==> src/rtl/ham_pkg.sv <==
// Shared types and helpers for the Hamming-distance engine and its arbiter.
package ham_pkg;

    typedef enum logic [1:0] {
        IDLE = 2'd0,
        BUSY = 2'd1,
        DONE = 2'd2
    } state_t;

    // Count width needed to represent 0..n.
    function automatic int cw(input int n);
        return $clog2(n + 1);
    endfunction

    function automatic bit params_ok(input int n, input int r, input int s);
        return (s >= 1) && (s <= n) && ((n % s) == 0) && (r >= 2) && (r <= 16);
    endfunction

endpackage

==> src/rtl/ham_rr_arb.sv <==
// Combinational round-robin arbiter: search starts one past ptr and wraps.
module ham_rr_arb #(
    parameter int R = 4,
    localparam int IW = $clog2(R)
) (
    input  logic [R-1:0]  req,
    input  logic [IW-1:0] ptr,
    output logic [R-1:0]  grant,
    output logic [IW-1:0] idx,
    output logic          any
);

    logic [IW-1:0] cand;

    always_comb begin
        grant = '0;
        idx   = '0;
        any   = 1'b0;
        cand  = '0;
        for (int k = 1; k <= R; k++) begin
            cand = IW'((int'(ptr) + k) % R);
            if (!any && req[cand]) begin
                any         = 1'b1;
                grant[cand] = 1'b1;
                idx         = cand;
            end
        end
    end

endmodule

==> src/rtl/ham_dist_sched.sv <==
// Shared serial Hamming-distance engine; one granted requester at a time,
// S bits of the latched XOR are counted per cycle.
module ham_dist_sched
    import ham_pkg::*;
#(
    parameter int N = 8,
    parameter int R = 4,
    parameter int S = 2,
    localparam int IW = $clog2(R),
    localparam int CW = cw(N)
) (
    input  logic           clk,
    input  logic           rst_n,
    input  logic [R-1:0]   req_valid,
    output logic [R-1:0]   req_ready,
    input  logic [R*N-1:0] req_a,
    input  logic [R*N-1:0] req_b,
    output logic           rsp_valid,
    input  logic           rsp_ready,
    output logic [IW-1:0]  rsp_id,
    output logic [CW-1:0]  rsp_count
);

    localparam int NB = N / S;
    localparam int BW = (NB > 1) ? $clog2(NB) : 1;
    localparam int PW = $clog2(S + 1);

    if (!params_ok(N, R, S)) begin : g_bad_params
        $error("ham_dist_sched: illegal parameter combination");
    end

    state_t        state_reg;
    logic [IW-1:0] ptr_reg;
    logic [IW-1:0] id_reg;
    logic [CW-1:0] acc_reg;
    logic [N-1:0]  diff_reg;
    logic [BW-1:0] beat_reg;

    logic [N-1:0]  a_arr [R];
    logic [N-1:0]  b_arr [R];
    logic [R-1:0]  grant;
    logic [IW-1:0] win_idx;
    logic          win_any;
    logic [PW-1:0] beat_pop;

    for (genvar gi = 0; gi < R; gi++) begin : g_unpack
        assign a_arr[gi] = req_a[gi*N +: N];
        assign b_arr[gi] = req_b[gi*N +: N];
    end

    ham_rr_arb #(.R(R)) u_arb (
        .req   (req_valid),
        .ptr   (ptr_reg),
        .grant (grant),
        .idx   (win_idx),
        .any   (win_any)
    );

    always_comb begin
        beat_pop = '0;
        for (int i = 0; i < S; i++) begin
            beat_pop = beat_pop + PW'(diff_reg[i]);
        end
    end

    // Grant is offered only in IDLE, so a handshake can never overlap a job.
    assign req_ready = (state_reg == IDLE) ? grant : '0;
    assign rsp_valid = (state_reg == DONE);
    assign rsp_count = acc_reg;
    assign rsp_id    = id_reg;

    always_ff @(posedge clk or negedge rst_n) begin
        if (!rst_n) begin
            state_reg <= IDLE;
            ptr_reg   <= IW'(R - 1);
            id_reg    <= '0;
            acc_reg   <= '0;
            diff_reg  <= '0;
            beat_reg  <= '0;
        end else begin
            case (state_reg)
                IDLE: begin
                    if (win_any) begin
                        diff_reg  <= a_arr[win_idx] ^ b_arr[win_idx];
                        id_reg    <= win_idx;
                        ptr_reg   <= win_idx;
                        acc_reg   <= '0;
                        beat_reg  <= '0;
                        state_reg <= BUSY;
                    end
                end
                BUSY: begin
                    acc_reg  <= acc_reg + CW'(beat_pop);
                    diff_reg <= diff_reg >> S;
                    if (beat_reg == BW'(NB - 1)) begin
                        state_reg <= DONE;
                    end else begin
                        beat_reg <= beat_reg + 1'b1;
                    end
                end
                DONE: begin
                    if (rsp_ready) begin
                        state_reg <= IDLE;
                    end
                end
                default: state_reg <= IDLE;
            endcase
        end
    end

endmodule

==> config.mk <==
export PLATFORM = sky130hd
export DESIGN_NAME = ham_dist_sched
export DESIGN_NICKNAME = d
export VERILOG_FILES = /design/src/rtl/ham_pkg.sv /design/src/rtl/ham_rr_arb.sv /design/src/rtl/ham_dist_sched.sv
export SDC_FILE = /design/constraint.sdc
export NUM_CORES = 1
export LEC_CHECK = 0
export ABC_AREA = 1
export BUFFER_PORTS_ARGS = -buffer_cell sky130_fd_sc_hd__buf_2
export CORE_MARGIN = 2
export CORE_UTILIZATION = 49
export DETAILED_ROUTE_END_ITERATION = 10
export PLACE_DENSITY = 0.81
export SLEW_MARGIN = 20
export SYNTH_ARGS = -nofsm -noshare
export SYNTH_HDL_FRONTEND = slang
export SYNTH_SLANG_ARGS = --single-unit
==> constraint.sdc <==
create_clock -name clk -period 3.4 [get_ports clk]
set_input_delay 0.68 -clock clk [delete_from_list [all_inputs] [get_ports clk]]
set_output_delay 0.68 -clock clk [all_outputs]
set_load 0.03 [all_outputs]
==> impl_metrics.xml, run 1 <==
<?xml version="1.0" encoding="UTF-8"?>
<metrics>
  <group name="status">
    <metric name="run_status" unit="">finished clean</metric>
  </group>
  <group name="cells_and_area">
    <metric name="layout.nets" unit="">442</metric>
    <metric name="areaGrowthSynthToFinish" unit="%">25.3</metric>
    <metric name="antenna-diode-count" unit="">0</metric>
    <metric name="largest_register_ff_count" unit="">8</metric>
    <metric name="drive_gt1_share" unit="%">31.5</metric>
  </group>
  <group name="critical_path">
    <metric name="worstSetupPathType" unit="">reg -&gt; out</metric>
    <metric name="crit_fanout" unit="">8</metric>
    <metric name="arrival" unit="ns">2.51</metric>
    <metric name="critical_path.startpoint_type" unit="">flip-flop</metric>
    <metric name="cp-end-kind" unit="">output pin</metric>
    <metric name="worst_ep_required_time" unit="ns">2.72</metric>
  </group>
  <group name="sta">
    <metric name="maxSlewViolCount" unit="">0</metric>
    <metric name="timing.clock.skew" unit="ns">0.000883</metric>
    <metric name="setup_ws" unit="ns">0.211</metric>
    <metric name="timing.fmax" unit="MHz">314</metric>
    <metric name="max-slew-margin-rel" unit="%">65.5</metric>
    <metric name="tightest_slew" unit="ns">0.516</metric>
    <metric name="period_minus_slack" unit="ns">3.19</metric>
    <metric name="number_of_hold_violations_in_the_final_report" unit="">0</metric>
    <metric name="finalCritPeriodShare" unit="%">93.8</metric>
    <metric name="grt_setup_unrepaired" unit="">no</metric>
    <metric name="setup_total_negative_slack" unit="ns">0</metric>
    <metric name="total_setup_violations_reported_at_the_end_of_the_flow" unit="">0</metric>
  </group>
  <group name="synthesis">
    <metric name="average_instance_area_after_synthesis" unit="µm²">7.33</metric>
    <metric name="dominant_combinational_cell_family_by_area_after_synthesis" unit="">simple AND/OR/NAND/NOR gates</metric>
    <metric name="post_synthesis_simple_gate_area_fraction" unit="%">38.6</metric>
    <metric name="ys.warnings.count" unit="">0</metric>
    <metric name="post_synth_fa_ha_maj_area_fraction" unit="%">7.12</metric>
    <metric name="postSynthNetCount" unit="">360</metric>
    <metric name="yosys.area_share.xor_xnor" unit="%">13.8</metric>
    <metric name="ys_seq_area_share" unit="%">24.7</metric>
    <metric name="netlist_area" unit="µm²">2040</metric>
    <metric name="multiplexer_share_of_the_synthesized_area" unit="%">0.491</metric>
    <metric name="synthesized_area_fraction_occupied_by_ao_oa_aoi_and_oai_cells" unit="%">6.45</metric>
    <metric name="ys_types" unit="">28</metric>
    <metric name="synth.ff_latch_count" unit="">20</metric>
    <metric name="netlist_instances" unit="">278</metric>
  </group>
  <group name="clocking">
    <metric name="cts_max_path_buffers" unit="">2</metric>
    <metric name="tritoncts.num_buffers" unit="">3</metric>
    <metric name="clk-insertion-delay-late" unit="ns">0.26</metric>
    <metric name="root_driver" unit="">sky130_fd_sc_hd__clkbuf_8</metric>
    <metric name="clk_pin_slew_worst_paths" unit="ns">0.07</metric>
    <metric name="cts_hold_buf" unit="">0</metric>
    <metric name="htreeDepth" unit="">1</metric>
    <metric name="cts_tree" unit="">yes</metric>
    <metric name="cts_sinks" unit="">20</metric>
  </group>
  <group name="hold_path">
    <metric name="holdCritPathClass" unit="">in -&gt; async</metric>
  </group>
  <group name="run">
    <metric name="max-cap-violations" unit="">0</metric>
  </group>
  <group name="grt">
    <metric name="first_global_vias" unit="">1931</metric>
    <metric name="global_route_wire_length_before_repair" unit="mm">7.96</metric>
    <metric name="grt.total_usage" unit="%">21.9</metric>
    <metric name="number_of_antenna_violations_at_the_first_check_in_global_routing" unit="">0</metric>
    <metric name="grt_remaining_overflow" unit="">0</metric>
    <metric name="pin_count_of_the_biggest_net_entering_global_routing" unit="">21</metric>
  </group>
  <group name="detailed_routing">
    <metric name="antenna_violating_nets_post_route" unit="">0</metric>
    <metric name="firstDrtPassIters" unit="">5</metric>
    <metric name="drc" unit="">0</metric>
    <metric name="first_iter_violations" unit="">67</metric>
    <metric name="wl_per_cell" unit="µm">11.7</metric>
    <metric name="route.detailed.vias_per_inst" unit="">5.10</metric>
    <metric name="vias" unit="">2087</metric>
    <metric name="routed_wirelength" unit="mm">4.77</metric>
  </group>
  <group name="power">
    <metric name="netSwitchingPower" unit="W">0.00156</metric>
    <metric name="p_clk_share" unit="%">6.5</metric>
    <metric name="internal-power" unit="W">0.00118</metric>
    <metric name="pwr_density_cell" unit="nW/µm²">1080</metric>
    <metric name="seq_power_share" unit="%">16.8</metric>
    <metric name="fin_total_pwr" unit="W">0.00275</metric>
    <metric name="comb_power_share" unit="%">76.7</metric>
    <metric name="irDropWorstVdd" unit="mV">0.519</metric>
    <metric name="p_leak" unit="nW">1.45</metric>
    <metric name="switching_power_share_of_the_total" unit="%">57.0</metric>
  </group>
  <group name="floorplan">
    <metric name="die_h" unit="µm">68.5</metric>
    <metric name="core_region_area" unit="µm²">4000</metric>
    <metric name="design.portCount" unit="">82</metric>
    <metric name="die_width" unit="µm">68.5</metric>
    <metric name="floorplan.initialDensity" unit="%">51.0</metric>
    <metric name="fp-row-count" unit="">23</metric>
    <metric name="fp.dieArea" unit="µm²">4690</metric>
  </group>
  <group name="place">
    <metric name="place.gp.congestion" unit="">0.903</metric>
    <metric name="buffer_ports.inserted" unit="">81</metric>
    <metric name="pre_cts_slack" unit="ns">0.397</metric>
    <metric name="dp.final_hpwl" unit="mm">3.83</metric>
  </group>
</metrics>
==> worst paths after layout <==
check / slack [ns] / cells after the start / to / from
max: 0.21 / 13 / req_ready[3] / ptr_reg[1]$_DFFE_PN1P_
min reg2reg: 0.48 / 1 / beat_reg[0]$_DFFE_PN0P_ / beat_reg[0]$_DFFE_PN0P_
min: 0.36 / 1 / beat_reg[1]$_DFFE_PN0P_ / rst_n
max in group asynchronous: 2.71 / 1 / ptr_reg[0]$_DFFE_PN1P_ / rst_n
max reg2reg: 0.87 / 11 / diff_reg[5]$_DFFE_PN0P_ / ptr_reg[1]$_DFFE_PN1P_
min in group clk: 0.48 / 1 / beat_reg[0]$_DFFE_PN0P_ / beat_reg[0]$_DFFE_PN0P_
==> logic make-up after synthesis <==
group                    Yosys count
AO/OA/AOI/OAI                     20
XOR/XNOR                          32
adder cells (fa/ha/maj)           11
buffers and inverters             42
flip-flops                        20
multiplexers                       1
AND/OR/NAND/NOR                  152
==> cell usage after synthesis, drive strengths merged <==
cell    count  area [µm²]
nand2      78         348
nand3      51         290
inv        36         140
xor2       32         280
dfrtp      18         450
nand4      18         113
ha         10         125
buf         6        42.5
o21ai       6        30.0
o22ai       6        37.5
nor2        5        35.0
a21oi       3        26.3
a22oi       3        22.5
dfstp       2        52.6
a21boi      1        7.51
fa          1        20.0
mux2i       1        10.0
o21bai      1        7.51
==> through the flow <==
step / cells / area [µm²] / hold slack, ns / utilization (%)
global route: 409 / 2550 / 0.389 / 63.8
detailed placement: 403 / 2460 / 0.473 / 61.6
finish: 409 / 2550 / 0.356 / 63.8
global placement: 403 / 2460 / 0.466 / 61.6
CTS: 407 / 2520 / 0.366 / 63.0
floorplan: 278 / 2040 / 0.384 / -
==> layout make-up <==
class                   instances  area, µm²
clock buffers                   4       55.1
fillers                       338       1450
inverters                      36        144
multi-input cells             216       1370
flip-flops and latches         20        507
well taps                      50       62.6
repair buffers                 83        420
==> repair_timing <==
action                     CTS  global route
gates resized for setup      0             4
setup buffers                0             2
setup endpoints to repair    0             4
==> power by group through the flow <==
stage	Combinational [W]	Clock (W)	Sequential [W]
2_1_floorplan	0.00164	0	0.000489
3_3_place_gp	0.00202	0	0.000451
3_5_place_dp	0.00205	0	0.000458
4_1_cts	0.00206	0.000184	0.000453
5_1_grt	0.00235	0.000193	0.000480
6_report	0.00211	0.000178	0.000462
==> layer usage <==
| layer | up-vias | part of all wire (%) | global-route usage, % |
|---|---|---|---|
| li1 | 1083 | - | - |
| met1 | 927 | 40 | 26.2 |
| met2 | 75 | 54 | 41.9 |
| met3 | 2 | 4.6 | 2.11 |
| met4 | 0 | 0.61 | 4.25 |
| met5 | - | 0 | 0 |
==> cells in the final DEF (no fill, tap or decap), types with 4 or more instances in the layout <==
cell / n
sky130_fd_sc_hd__o22ai_1: 6
sky130_fd_sc_hd__nand2_4: 5
sky130_fd_sc_hd__buf_2: 81
sky130_fd_sc_hd__nor2_1: 4
sky130_fd_sc_hd__dfrtp_1: 18
sky130_fd_sc_hd__inv_1: 31
sky130_fd_sc_hd__nand3_1: 47
sky130_fd_sc_hd__o21ai_0: 4
sky130_fd_sc_hd__nand2_2: 7
sky130_fd_sc_hd__clkbuf_8: 4
sky130_fd_sc_hd__nand4_1: 18
sky130_fd_sc_hd__nand2_1: 66
sky130_fd_sc_hd__xor2_1: 32
sky130_fd_sc_hd__ha_1: 9
==> worst max-delay path, stage by stage, from the launching register on <==
cell and delay, ns:
sky130_fd_sc_hd__dfstp_2 0.63, sky130_fd_sc_hd__clkinvlp_4 0.18, sky130_fd_sc_hd__ha_4 0.34, sky130_fd_sc_hd__inv_2 0.05, sky130_fd_sc_hd__nand2_2 0.09, sky130_fd_sc_hd__nand2_4 0.10, sky130_fd_sc_hd__nor2_8 0.18, sky130_fd_sc_hd__nand2_1 0.09
sky130_fd_sc_hd__inv_1 0.12, sky130_fd_sc_hd__nand3_1 0.09, sky130_fd_sc_hd__nand4_1 0.08, sky130_fd_sc_hd__nand2_1 0.06, sky130_fd_sc_hd__inv_1 0.06, sky130_fd_sc_hd__buf_2 0.18
Power figures use the tool's default switching activity.
==> run 2: changes to the inputs <==
--- a/config.mk
+++ b/config.mk
@@ -10,6 +10,7 @@
 export CORE_MARGIN = 2
 export CORE_UTILIZATION = 49
 export DETAILED_ROUTE_END_ITERATION = 10
+export GPL_TIMING_DRIVEN = 0
 export PLACE_DENSITY = 0.81
 export SLEW_MARGIN = 20
 export SYNTH_ARGS = -nofsm -noshare
==> impl_metrics.xml, run 2 (synthesis gave the netlist of run 1 again) <==
<?xml version="1.0" encoding="UTF-8"?>
<metrics>
  <group name="sta">
    <metric name="timing.clock.skew" unit="ns">0.00378</metric>
    <metric name="number_of_hold_violations_in_the_final_report" unit="">0</metric>
    <metric name="grt_setup_unrepaired" unit="">no</metric>
    <metric name="max-slew-margin-rel" unit="%">68.4</metric>
    <metric name="total_setup_violations_reported_at_the_end_of_the_flow" unit="">0</metric>
    <metric name="finalCritPeriodShare" unit="%">93.5</metric>
    <metric name="tightest_slew" unit="ns">0.472</metric>
    <metric name="timing.fmax" unit="MHz">315</metric>
    <metric name="period_minus_slack" unit="ns">3.18</metric>
    <metric name="setup_ws" unit="ns">0.221</metric>
    <metric name="maxSlewViolCount" unit="">0</metric>
    <metric name="setup_total_negative_slack" unit="ns">0</metric>
  </group>
  <group name="detailed_routing">
    <metric name="firstDrtPassIters" unit="">4</metric>
    <metric name="antenna_violating_nets_post_route" unit="">0</metric>
    <metric name="route.detailed.vias_per_inst" unit="">5.02</metric>
    <metric name="wl_per_cell" unit="µm">11.3</metric>
    <metric name="routed_wirelength" unit="mm">4.68</metric>
    <metric name="vias" unit="">2073</metric>
    <metric name="first_iter_violations" unit="">62</metric>
    <metric name="drc" unit="">0</metric>
  </group>
  <group name="cells_and_area">
    <metric name="fillerInstances" unit="">346</metric>
    <metric name="final_cells" unit="">413</metric>
    <metric name="areaGrowthSynthToFinish" unit="%">26.3</metric>
    <metric name="mostFrequentLayoutCell" unit="">sky130_fd_sc_hd__buf_2</metric>
    <metric name="postLayoutCellArea" unit="µm²">2570</metric>
    <metric name="drive_gt1_share" unit="%">32.0</metric>
    <metric name="most_frequent_cells_in_the_layout" unit="">sky130_fd_sc_hd__buf_2 (85), sky130_fd_sc_hd__nand2_1 (66), sky130_fd_sc_hd__nand3_1 (47)</metric>
    <metric name="layout.nets" unit="">446</metric>
    <metric name="antenna-diode-count" unit="">0</metric>
    <metric name="largest_register_ff_count" unit="">8</metric>
  </group>
  <group name="grt">
    <metric name="gr-max-usage-layer" unit="">met2</metric>
    <metric name="grt_remaining_overflow" unit="">0</metric>
    <metric name="use_met1" unit="%">26.3</metric>
    <metric name="number_of_antenna_violations_at_the_first_check_in_global_routing" unit="">0</metric>
    <metric name="grt_use_met3" unit="%">1.79</metric>
    <metric name="pin_count_of_the_biggest_net_entering_global_routing" unit="">21</metric>
    <metric name="grt.total_usage" unit="%">21.8</metric>
    <metric name="first_global_vias" unit="">1946</metric>
    <metric name="groute.layer.met2.usage" unit="%">41.1</metric>
    <metric name="global_route_wire_length_before_repair" unit="mm">7.98</metric>
  </group>
  <group name="critical_path">
    <metric name="crit_fanout" unit="">9</metric>
    <metric name="worst_ep_required_time" unit="ns">2.72</metric>
    <metric name="arrival" unit="ns">2.50</metric>
    <metric name="reg2reg_setup_slack" unit="ns">0.92</metric>
    <metric name="worstRegToRegCells" unit="">12</metric>
    <metric name="critical_path.startpoint_type" unit="">flip-flop</metric>
    <metric name="worstSetupPathType" unit="">reg -&gt; out</metric>
    <metric name="r2r_end" unit="">diff_reg[0]$_DFFE_PN0P_</metric>
    <metric name="cp-end-kind" unit="">output pin</metric>
    <metric name="rr_startpoint" unit="">ptr_reg[1]$_DFFE_PN1P_</metric>
  </group>
  <group name="floorplan">
    <metric name="fp-row-count" unit="">23</metric>
    <metric name="design.portCount" unit="">82</metric>
    <metric name="floorplan.initialDensity" unit="%">51.0</metric>
    <metric name="fp.dieArea" unit="µm²">4690</metric>
    <metric name="die_h" unit="µm">68.5</metric>
    <metric name="die_width" unit="µm">68.5</metric>
    <metric name="core_region_area" unit="µm²">4000</metric>
  </group>
  <group name="place">
    <metric name="place.gp.congestion" unit="">0.846</metric>
    <metric name="dp.final_hpwl" unit="mm">3.75</metric>
    <metric name="buffer_ports.inserted" unit="">81</metric>
    <metric name="placed_area" unit="µm²">2510</metric>
    <metric name="pre_cts_slack" unit="ns">0.397</metric>
    <metric name="dpl.cell_count" unit="">409</metric>
  </group>
  <group name="power">
    <metric name="fin_total_pwr" unit="W">0.00281</metric>
    <metric name="irDropWorstVdd" unit="mV">0.667</metric>
    <metric name="pwr_density_cell" unit="nW/µm²">1090</metric>
    <metric name="p_leak" unit="nW">1.47</metric>
  </group>
  <group name="clocking">
    <metric name="cts_max_path_buffers" unit="">2</metric>
    <metric name="clk-insertion-delay-late" unit="ns">0.26</metric>
    <metric name="root_driver" unit="">sky130_fd_sc_hd__clkbuf_8</metric>
    <metric name="post-cts-setup-buffers" unit="">0</metric>
    <metric name="htreeDepth" unit="">1</metric>
    <metric name="cts_sinks" unit="">20</metric>
    <metric name="tritoncts.num_buffers" unit="">3</metric>
    <metric name="clk_pin_slew_worst_paths" unit="ns">0.07</metric>
    <metric name="cts_tree" unit="">yes</metric>
  </group>
  <group name="hold_path">
    <metric name="holdCritPathClass" unit="">in -&gt; async</metric>
  </group>
  <group name="status">
    <metric name="run_status" unit="">finished clean</metric>
  </group>
  <group name="run">
    <metric name="max-cap-violations" unit="">0</metric>
  </group>
</metrics>
-- run 2: cell types whose count changed in the layout (fill, tap and decap cells not counted), sizes merged --
| cell | previous run | this run |
|---|---|---|
| inv | 35 | 36 |
| clkinvlp | 1 | 0 |
| buf | 83 | 87 |
-- run 2: metal layers --
layer	wire [µm]	part of all wire, %	vias to the layer above
li1	-	-	1089
met1	1930	41	898
met2	2430	52	82
met3	283	6.0	4
met4	31	0.66	0
met5	0	0	-
-- run 2: worst max-delay path by stage --
stage                                 from           end  slack (ns)  cells after the start
detailed placement  ptr_reg[1]$_DFFE_PN1P_  req_ready[3]        0.40                     13
floorplan           ptr_reg[0]$_DFFE_PN1P_  req_ready[3]        0.64                     13
finish              ptr_reg[1]$_DFFE_PN1P_  req_ready[2]        0.22                     13
global placement    ptr_reg[1]$_DFFE_PN1P_  req_ready[2]        0.43                     13
global route        ptr_reg[1]$_DFFE_PN1P_  req_ready[3]        0.03                     13
CTS                 ptr_reg[1]$_DFFE_PN1P_  req_ready[3]        0.11                     13
-- run 2: cell type report --
class	instances	area, µm²	area share, %
plain buffers	6	42.5	1.65
multi-input cells	216	1370	53.0
repair buffers	81	405	15.8
clock buffers	4	55.1	2.14
flip-flops and latches	20	503	19.5
well taps	50	62.6	2.43
inverters	36	140	5.44
-- run 2: through the flow --
step                      hold slack [ns]  utilization, %
final                               0.351            64.3
after global routing                0.388            64.3
after CTS                           0.367            64.0
after detailed placement            0.468            62.7
after global placement              0.462            62.7
after floorplan                     0.384               -
-- run 2: what timing repair did --
action	in CTS	in global routing
setup endpoints to repair	0	4
gates resized for setup	0	2
hold buffers	0	0
-- run 2: where the power goes --
part | internal [W] | switching [W] | leakage [nW]
registers | 0.000369 | 0.0000663 | 0.246
logic | 0.000757 | 0.00143 | 1.19
clock network | 0.000103 | 0.0000770 | 0.0288
total | 0.00123 | 0.00158 | 1.47
-- run 2: worst max-delay path, stage by stage, from the launching register on --
cell and delay, ns:
sky130_fd_sc_hd__dfstp_2 0.61, sky130_fd_sc_hd__inv_1 0.19, sky130_fd_sc_hd__ha_4 0.36, sky130_fd_sc_hd__inv_2 0.05, sky130_fd_sc_hd__nand2_2 0.09, sky130_fd_sc_hd__nand2_4 0.10
sky130_fd_sc_hd__nor2_8 0.18, sky130_fd_sc_hd__nand2_1 0.09, sky130_fd_sc_hd__inv_1 0.11, sky130_fd_sc_hd__nand3_1 0.09, sky130_fd_sc_hd__nand3_1 0.07, sky130_fd_sc_hd__nand2_1 0.05
sky130_fd_sc_hd__inv_1 0.06, sky130_fd_sc_hd__buf_2 0.18
==> run 3: changes to the inputs <==
--- a/config.mk
+++ b/config.mk
@@ -11,7 +11,7 @@
 export CORE_UTILIZATION = 49
 export DETAILED_ROUTE_END_ITERATION = 10
 export GPL_TIMING_DRIVEN = 0
-export PLACE_DENSITY = 0.81
+export PLACE_DENSITY = 0.84
 export SLEW_MARGIN = 20
 export SYNTH_ARGS = -nofsm -noshare
 export SYNTH_HDL_FRONTEND = slang
==> impl_metrics.xml, run 3 (synthesis gave the netlist of run 1 again) <==
<?xml version="1.0" encoding="UTF-8"?>
<metrics>
  <group name="status">
    <metric name="run_status" unit="">finished clean</metric>
  </group>
  <group name="clocking">
    <metric name="htreeDepth" unit="">1</metric>
    <metric name="clk-insertion-delay-late" unit="ns">0.26</metric>
    <metric name="root_driver" unit="">sky130_fd_sc_hd__clkbuf_8</metric>
    <metric name="tritoncts.num_buffers" unit="">3</metric>
    <metric name="cts_max_path_buffers" unit="">2</metric>
    <metric name="cts_sinks" unit="">20</metric>
    <metric name="cts_tree" unit="">yes</metric>
    <metric name="clk_pin_slew_worst_paths" unit="ns">0.07</metric>
  </group>
  <group name="detailed_routing">
    <metric name="route.detailed.vias_per_inst" unit="">5.06</metric>
    <metric name="vias" unit="">2108</metric>
    <metric name="drc" unit="">0</metric>
    <metric name="wl_per_cell" unit="µm">11.9</metric>
    <metric name="routed_wirelength" unit="mm">4.96</metric>
    <metric name="firstDrtPassIters" unit="">4</metric>
    <metric name="first_iter_violations" unit="">86</metric>
    <metric name="antenna_violating_nets_post_route" unit="">0</metric>
  </group>
  <group name="hold_path">
    <metric name="holdCritPathClass" unit="">in -&gt; async</metric>
  </group>
  <group name="place">
    <metric name="pre_cts_slack" unit="ns">0.386</metric>
    <metric name="place.gp.congestion" unit="">0.885</metric>
    <metric name="buffer_ports.inserted" unit="">81</metric>
    <metric name="dp.final_hpwl" unit="mm">3.96</metric>
  </group>
  <group name="cells_and_area">
    <metric name="most_frequent_cells_in_the_layout" unit="">sky130_fd_sc_hd__buf_2 (85), sky130_fd_sc_hd__nand2_1 (66), sky130_fd_sc_hd__nand3_1 (47)</metric>
    <metric name="antenna-diode-count" unit="">0</metric>
    <metric name="layout.nets" unit="">450</metric>
    <metric name="mostFrequentLayoutCell" unit="">sky130_fd_sc_hd__buf_2</metric>
    <metric name="areaGrowthSynthToFinish" unit="%">27.9</metric>
    <metric name="drive_gt1_share" unit="%">33.0</metric>
    <metric name="largest_register_ff_count" unit="">8</metric>
  </group>
  <group name="power">
    <metric name="fin_total_pwr" unit="W">0.00290</metric>
    <metric name="pwr_density_cell" unit="nW/µm²">1110</metric>
    <metric name="p_leak" unit="nW">1.48</metric>
    <metric name="irDropWorstVdd" unit="mV">0.603</metric>
  </group>
  <group name="floorplan">
    <metric name="fp.dieArea" unit="µm²">4690</metric>
    <metric name="floorplan.initialDensity" unit="%">51.0</metric>
    <metric name="fp-row-count" unit="">23</metric>
    <metric name="design.portCount" unit="">82</metric>
    <metric name="die_h" unit="µm">68.5</metric>
    <metric name="core_region_area" unit="µm²">4000</metric>
    <metric name="die_width" unit="µm">68.5</metric>
  </group>
  <group name="critical_path">
    <metric name="crit_fanout" unit="">8</metric>
    <metric name="cp-end-kind" unit="">output pin</metric>
    <metric name="arrival" unit="ns">2.52</metric>
    <metric name="cp_slowest_cell" unit="">sky130_fd_sc_hd__dfstp_2</metric>
    <metric name="critical_path.startpoint_type" unit="">flip-flop</metric>
    <metric name="critPathMaxStageDelay" unit="ns">0.64</metric>
    <metric name="worst_ep_required_time" unit="ns">2.72</metric>
    <metric name="worstSetupPathType" unit="">reg -&gt; out</metric>
    <metric name="reg2reg_setup_slack" unit="ns">0.90</metric>
    <metric name="cp_cell_sequence" unit="">clkinvlp_4, ha_4, inv_2, nand2_2, nand2_4, nor2_8, nand2_1, inv_1, nand3_1, nand4_1, nand2_1, inv_1, buf_2</metric>
  </group>
  <group name="sta">
    <metric name="setup_total_negative_slack" unit="ns">0</metric>
    <metric name="period_minus_slack" unit="ns">3.20</metric>
    <metric name="finalCritPeriodShare" unit="%">94.1</metric>
    <metric name="timing.clock.skew" unit="ns">0.00162</metric>
    <metric name="total_setup_violations_reported_at_the_end_of_the_flow" unit="">0</metric>
    <metric name="max-slew-margin-rel" unit="%">69.2</metric>
    <metric name="tightest_slew" unit="ns">0.460</metric>
    <metric name="setup_ws" unit="ns">0.200</metric>
    <metric name="number_of_hold_violations_in_the_final_report" unit="">0</metric>
    <metric name="maxSlewViolCount" unit="">0</metric>
    <metric name="timing.fmax" unit="MHz">313</metric>
  </group>
  <group name="run">
    <metric name="max-cap-violations" unit="">0</metric>
  </group>
  <group name="grt">
    <metric name="grt.total_usage" unit="%">23.7</metric>
    <metric name="first_global_vias" unit="">2049</metric>
    <metric name="pin_count_of_the_biggest_net_entering_global_routing" unit="">21</metric>
    <metric name="number_of_antenna_violations_at_the_first_check_in_global_routing" unit="">0</metric>
    <metric name="global_route_wire_length_before_repair" unit="mm">8.66</metric>
    <metric name="grt_remaining_overflow" unit="">0</metric>
  </group>
</metrics>
-- run 3: cell count changes in the layout (fill, tap and decap cells not counted), sizes merged --
cell / change
buf: +4
clkinvlp: +1
inv: -1
-- run 3: worst max-delay path: cells and delay by family, from the launching register on --
kind                     cells  cell delay (ns)
AND/OR/NAND/NOR              7             0.66
flip-flops                   1             0.64
buffers and inverters        5             0.60
adder cells (fa/ha/maj)      1             0.34
-- run 3: area by class of cell --
class	instances	area, µm²
buffer	6	42.5
clock buffer	4	55.1
fill	340	1390
inverter	36	144
multi-input combinational	216	1370
sequential	20	503
tap	50	62.6
timing repair buffer	85	435
-- run 3: final timing paths --
kind	start	to	cells past startpoint
worst min register to register	rsp_id[0]$_DFFE_PN0P_	rsp_id[0]$_DFFE_PN0P_	2
max in group asynchronous	rst_n	ptr_reg[0]$_DFFE_PN1P_	1
min in group clk	rsp_id[0]$_DFFE_PN0P_	rsp_id[0]$_DFFE_PN0P_	2
worst min-delay path	rst_n	rsp_count[3]$_DFFE_PN0P_	1
worst max-delay path	ptr_reg[1]$_DFFE_PN1P_	req_ready[3]	13
worst max register to register	ptr_reg[1]$_DFFE_PN1P_	diff_reg[3]$_DFFE_PN0P_	12
-- run 3: metrics by stage --
step	util (%)	area (µm²)	hold slack, ns	std cells
CTS	64.0	2560	0.373	413
floorplan	-	2040	0.384	278
global placement	62.7	2510	0.464	409
global route	65.2	2610	0.377	417
detailed placement	62.7	2510	0.467	409
finish	65.2	2610	0.351	417
-- run 3: report_power, final --
| group | total [W] | switching, W | internal [W] | leakage [nW] |
|---|---|---|---|---|
| clock | 0.000178 | 0.0000751 | 0.000103 | 0.0288 |
| combinational | 0.00227 | 0.00148 | 0.000790 | 1.21 |
| sequential | 0.000443 | 0.0000735 | 0.000369 | 0.246 |
| total | 0.00290 | 0.00163 | 0.00126 | 1.48 |
-- run 3: routing by layer --
| metal | track usage (%) | part of all wire (%) | wire (µm) |
|---|---|---|---|
| met5 | 0 | 0 | 0 |
| met4 | 7.00 | 2.3 | 116 |
| met3 | 2.76 | 5.2 | 257 |
| met2 | 42.9 | 51 | 2540 |
| met1 | 29.4 | 41 | 2040 |
-- run 3: what timing repair did --
| item | 4_1_cts | 5_1_grt |
|---|---|---|
| hold buffers | 0 | 0 |
| buffers inserted | 0 | 4 |
| endpoints found under the setup margin | 0 | 4 |
| gates resized for setup | 0 | 3 |
